### src/rtl/serial_link_pkg.sv
// Shared types and header encoding for the outbound serial link (TX scheduler and RX deframer).
package serial_link_pkg;

   typedef enum logic [1:0] {
      IDLE    = 2'd0,
      HDR     = 2'd1,
      PAYLOAD = 2'd2
   } sl_tx_state_e;

   localparam logic [3:0] SL_HDR_MAGIC = 4'hA;

   // Header byte: magic nibble over the 4-bit channel number.
   function automatic logic [7:0] sl_hdr(input logic [3:0] ch);
      return {SL_HDR_MAGIC, ch};
   endfunction

endpackage

### src/rtl/serial_link_rr_arb.sv
// Combinational round-robin picker: first requester at or after ptr_i, wrapping; the pointer register lives outside.
module serial_link_rr_arb #(
   parameter int N  = 4,
   parameter int PW = (N > 1) ? $clog2(N) : 1
) (
   input  logic [N-1:0]  req_i,
   input  logic [PW-1:0] ptr_i,
   output logic [N-1:0]  gnt_o,
   output logic [PW-1:0] idx_o
);

   logic [PW:0] sum;
   logic        found;

   always_comb begin
      gnt_o = '0;
      idx_o = '0;
      found = 1'b0;
      sum   = '0;
      for (int i = 0; i < N; i++) begin
         // One extra bit keeps ptr+i from wrapping before the explicit mod-N fold.
         sum = {1'b0, ptr_i} + (PW+1)'(i);
         if (sum >= (PW+1)'(N)) sum = sum - (PW+1)'(N);
         if (!found && req_i[sum[PW-1:0]]) begin
            found               = 1'b1;
            gnt_o[sum[PW-1:0]]  = 1'b1;
            idx_o               = sum[PW-1:0];
         end
      end
   end

endmodule

### src/rtl/serial_link_tx_scheduler.sv
// Round-robin, credit-flow-controlled framer sharing the DDR TX link: header beat then LSB-first payload beats.
module serial_link_tx_scheduler
   import serial_link_pkg::*;
#(
   parameter int N_CH    = 4,
   parameter int DATA_W  = 32,
   parameter int LANE_W  = 8,
   parameter int CREDITS = 8
) (
   input  logic                         clk_gen,
   input  logic                         rst_n,
   input  logic [N_CH-1:0]              req_valid_i,
   input  logic [N_CH*DATA_W-1:0]       req_data_i,
   output logic [N_CH-1:0]              req_ready_o,
   input  logic                         credit_return_i,
   input  logic                         link_full_i,
   output logic [LANE_W-1:0]            tx_data_o,
   output logic                         tx_valid_o,
   output logic                         tx_sof_o,
   output logic                         busy_o,
   output logic [$clog2(CREDITS+1)-1:0] credits_o,
   output logic                         credit_err_o,
   output sl_tx_state_e                 state_o
);

   localparam int BEATS = DATA_W / LANE_W;
   localparam int PW    = (N_CH > 1) ? $clog2(N_CH) : 1;
   localparam int CW    = (BEATS > 1) ? $clog2(BEATS) : 1;
   localparam int CRW   = $clog2(CREDITS + 1);

   // Handshake: a channel's word is taken at the posedge where req_valid_i[c] & req_ready_o[c];
   // ready is offered only in IDLE, is one-hot, and may be seen combinationally in the same cycle.

   sl_tx_state_e                    state_q, state_d;
   logic [CW-1:0]                   cnt_q, cnt_d, cnt_nx;
   logic [BEATS-1:0][LANE_W-1:0]    word_q, word_d;
   logic [PW-1:0]                   rr_q, rr_d;
   logic [CRW-1:0]                  credits_q, credits_d;
   logic                            err_q, err_d;
   logic [LANE_W-1:0]               tx_data_q, tx_data_d;
   logic                            tx_valid_q, tx_valid_d, tx_sof_q, tx_sof_d;

   logic [N_CH-1:0][DATA_W-1:0]     req_words;
   logic [N_CH-1:0]                 arb_gnt;
   logic [PW-1:0]                   arb_idx;
   logic                            eligible, grant;

   assign req_words = req_data_i;

   serial_link_rr_arb #(.N(N_CH), .PW(PW)) u_arb (
      .req_i (req_valid_i),
      .ptr_i (rr_q),
      .gnt_o (arb_gnt),
      .idx_o (arb_idx)
   );

   // rst_n is folded in so no grant is offered while the block is held in reset.
   assign eligible = rst_n & (|req_valid_i) & (credits_q != '0) & ~link_full_i;
   assign cnt_nx   = cnt_q + CW'(1);

   always_comb begin
      state_d     = state_q;
      cnt_d       = cnt_q;
      word_d      = word_q;
      rr_d        = rr_q;
      tx_data_d   = '0;
      tx_valid_d  = 1'b0;
      tx_sof_d    = 1'b0;
      req_ready_o = '0;
      grant       = 1'b0;
      case (state_q)
         IDLE: begin
            if (eligible) begin
               req_ready_o = arb_gnt;
               grant       = 1'b1;
               word_d      = req_words[arb_idx];
               rr_d        = (arb_idx == PW'(N_CH - 1)) ? '0 : arb_idx + PW'(1);
               state_d     = HDR;
               tx_valid_d  = 1'b1;
               tx_sof_d    = 1'b1;
               tx_data_d   = LANE_W'(sl_hdr(4'(arb_idx)));
            end
         end
         HDR: begin
            state_d    = PAYLOAD;
            cnt_d      = '0;
            tx_valid_d = 1'b1;
            tx_data_d  = word_q[0];
         end
         PAYLOAD: begin
            if (cnt_q == CW'(BEATS - 1)) begin
               state_d = IDLE;
            end else begin
               cnt_d      = cnt_nx;
               tx_valid_d = 1'b1;
               tx_data_d  = word_q[cnt_nx];
            end
         end
         default: state_d = IDLE;
      endcase
   end

   // A grant and a return in the same cycle cancel; a return at full count saturates and flags.
   always_comb begin
      credits_d = credits_q;
      err_d     = err_q;
      if (grant && !credit_return_i) begin
         credits_d = credits_q - CRW'(1);
      end else if (!grant && credit_return_i) begin
         if (credits_q == CRW'(CREDITS)) err_d = 1'b1;
         else                            credits_d = credits_q + CRW'(1);
      end
   end

   always_ff @(posedge clk_gen or negedge rst_n) begin
      if (!rst_n) begin
         state_q    <= IDLE;
         cnt_q      <= '0;
         word_q     <= '0;
         rr_q       <= '0;
         credits_q  <= CRW'(CREDITS);
         err_q      <= 1'b0;
         tx_data_q  <= '0;
         tx_valid_q <= 1'b0;
         tx_sof_q   <= 1'b0;
      end else begin
         state_q    <= state_d;
         cnt_q      <= cnt_d;
         word_q     <= word_d;
         rr_q       <= rr_d;
         credits_q  <= credits_d;
         err_q      <= err_d;
         tx_data_q  <= tx_data_d;
         tx_valid_q <= tx_valid_d;
         tx_sof_q   <= tx_sof_d;
      end
   end

   assign tx_data_o    = tx_data_q;
   assign tx_valid_o   = tx_valid_q;
   assign tx_sof_o     = tx_sof_q;
   assign busy_o       = (state_q != IDLE);
   assign credits_o    = credits_q;
   assign credit_err_o = err_q;
   assign state_o      = state_q;

endmodule
### config.mk
export PLATFORM = sky130hd
export DESIGN_NAME = serial_link_tx_scheduler
export DESIGN_NICKNAME = d
export VERILOG_FILES = /design/src/rtl/serial_link_pkg.sv /design/src/rtl/serial_link_rr_arb.sv /design/src/rtl/serial_link_tx_scheduler.sv
export SDC_FILE = /design/constraint.sdc
export NUM_CORES = 1
export LEC_CHECK = 0
export CELL_PAD_IN_SITES_DETAIL_PLACEMENT = 1
export CELL_PAD_IN_SITES_GLOBAL_PLACEMENT = 2
export CORE_MARGIN = 10
export CORE_UTILIZATION = 28
export DETAILED_ROUTE_END_ITERATION = 6
export PLACE_DENSITY = 0.93
export SLEW_MARGIN = 25
export SYNTH_ARGS = -nofsm -noshare
export SYNTH_HDL_FRONTEND = slang
export SYNTH_SLANG_ARGS = --single-unit
### constraint.sdc
create_clock -name clk_gen -period 5.1 [get_ports clk_gen]
set_input_delay 1.02 -clock clk_gen [delete_from_list [all_inputs] [get_ports clk_gen]]
set_output_delay 1.02 -clock clk_gen [all_outputs]
set_load 0.02 [all_outputs]
==> results.tsv <==
metric	value	unit
static leakage	2.43	nW
Synth async-reset ratio	1.00	
min Tclk post-route	4.86	ns
VDD IR-drop max	0.239	mV
DRT antenna net count	0	
Highest Signal Layer	met4	
Mapped Cells	496	
Initial Utilization	0.286	
leading cell type by number of instances after synthesis	dfrtp_1	
met2 wire len	9100	um
DRT met1 WL	6940	um
Post-route DRC	0	
outcome	finished, final reports clean	
Final Skew	0.00949	ns
reg-to-reg setup timing slack	1.77	ns
initial DRC count	294	
synthesized area	0.00435	sq mm
Clock Pin Slew Worst Setup and Hold Paths	0.07	ns
Area growth syn-to-layout	42.5	%
Post-synth top cells	52 x dfrtp_1, 45 x nor2_1, 44 x nand2_1	
worst-skew pair later-pin latency	0.30	ns
grt ovf	0	
# fillers	1740	
CTS Root Cell	clkbuf_16	
Crit path required time	4.08	ns
ys flop type	dfrtp_1	
Slew @ Worst Pin	0.765	ns
warning count from the yosys run	0	
core box area	0.0152	sq mm
Slew Limit Fails	0	
Chip Width	145	um
number of port buffers	157	
final setup fails	0	
vias in the first global route	4822	
Synth cell types	51	
syn nets	645	
full die area	0.0209	sq mm
Post CTS Setup Buffer Count	0	
critical path class	input port to output port	
first-pass GRT wire length	26400	um
number of hold buffers added after CTS	0	
synth top area cells	dfrtp_1 30%, mux2i_1 9.2%, o2111ai_1 6.4%	
largest area contributor in the netlist	dfrtp_1	
slew margin rel.	0.490	
num rows	45	
Max clock buf depth	2	
Synth Register Bits	53	
Ports	158	
RSZ-0062 raised after global routing	no	
share of the synthesized area in the top cell type	0.299	
largest net degree at the start of global routing	54	
fin crit share	0.953	
DR WL met3	1110	um
mean routed wirelength per cell	21.2	um
Total Routed Length	17300	um
antenna violations before repair	2	
nets	774	
Num CTS Buffers	5	
Setup crit end kind	output port	
Vias	4497	
area of the multi-input gates	0.00277	sq mm
hpwl dp	13400	um
Setup TNS	0	ns
cts repair resizes	0	
crit path launch type	input port	
cell area power density	488	mW/mm^2
total global routing track utilization	0.159	
layout cells sized above 1	0.0751	
Detailed Routing Iterations Pass 1	4	
routed vias/inst	5.51	
reg2reg path depth	8	
crit-path max FO	13	
max_cap viols	0	
clock sink total	53	
H-tree depth	2	
critical path arrival	3.84	ns
hold-critical path depth	2	
Max Freq	0.206	GHz
Final Hold Viols	0	
Synth Area per Inst	8.77	sq um
sequential-to-total area share from yosys stat	0.305	
CTS tree	done	
Post-synth EDFFs	0	
Reg area	0.00133	sq mm
Layout Utilization	0.408	
Hold Path Class	register to register	
Placer Congestion	0.823	
Die Y	145	um
[flip-flops by register name (all words and copies together) (netlist names)]
signal / cells
word_q: 32
state_o: 2
tx_valid_o: 1
tx_data_o: 8
tx_sof_o: 1
credits_o: 4
cnt_q: 2
rr_q: 2
credit_err_o: 1
[power by group]
part	switching [mW]	internal (mW)
logic	1.02	0.810
registers	0.195	0.613
clock network	0.158	0.233
[path summary, 6_finish.rpt]
kind | from | end
setup / recovery | req_valid_i[0] | req_ready_o[2]
max in group asynchronous | rst_n | word_q[18]
hold reg to reg | word_q[25] | word_q[25]
setup reg to reg | rr_q[1] | word_q[1]
hold / removal | word_q[25] | word_q[25]
min in group asynchronous | rst_n | tx_data_o[0]
[metal layers]
| layer | global-route usage | vias to the layer above |
|---|---|---|
| li1 | - | 2109 |
| met1 | 0.189 | 2245 |
| met2 | 0.288 | 126 |
| met3 | 0.0364 | 17 |
| met4 | 0.0282 | 0 |
| met5 | 0 | - |
[critical path, cell delays in order]
cell	delay [ns]
clkdlybuf4s50_1	0.65
mux4_2	0.64
a211oi_1	0.46
a22o_1	0.21
mux2i_1	0.07
a21oi_1	0.17
clkdlybuf4s50_1	0.63
[final cells by class]
cell class,count,area share
diodes,2,0.000808
clock buffers,5,0.0202
clock inverters,3,0.00707
inverters,8,0.00485
multi-input cells,387,0.446
flip-flops and latches,53,0.214
well taps,188,0.0380
repair buffers,170,0.269
[stage by stage]
| stage | total power, mW | cell area [sq um] | setup slack, ns | hold slack, ns | instances |
|---|---|---|---|---|---|
| after global placement | 2.55 | 6020 | 0.361 | 0.461 | 806 |
| after CTS | 3.04 | 6190 | 0.206 | 0.502 | 814 |
| final | 3.02 | 6200 | 0.239 | 0.496 | 816 |
| after detailed placement | 2.64 | 6020 | 0.236 | 0.486 | 806 |
| after global routing | 3.25 | 6190 | 0.0446 | 0.522 | 815 |
| after floorplan | 2.03 | 4350 | 1.57 | 0.461 | 496 |
[kinds of logic (layout without fill, tap and decap cells)]
| logic type | Yosys count | after routing | share of synthesized area |
|---|---|---|---|
| XOR/XNOR | 5 | 5 | 0.0101 |
| AO/OA/AOI/OAI | 144 | 144 | 0.237 |
| AND/OR/NAND/NOR | 172 | 172 | 0.195 |
| buffers and inverters | 56 | 186 | 0.0653 |
| flip-flops | 53 | 53 | 0.305 |
| other | 0 | 2 | 0 |
| multiplexers | 53 | 53 | 0.150 |
| adder cells (fa/ha/maj) | 13 | 13 | 0.0374 |
[cells in the final DEF, fill, tap and decap left out, drive strengths merged, types with 2 or more instances in the layout]
cell type,instances
clkdlybuf4s50,156
dfrtp,52
nor2,45
nand2,44
mux2i,41
o21ai,37
o211ai,33
nor3,33
o2111ai,32
nand2b,21
buf,14
or2b,13
ha,13
a22o,12
a21oi,11
mux4,9
inv,9
clkbuf,5
nor2b,3
a221o,3
a211oi,3
mux2,3
o22ai,3
xnor2,3
or2,3
diode,2
a31oi,2
xor2,2
nor4b,2
and2,2
Power figures use the tool's default switching activity.
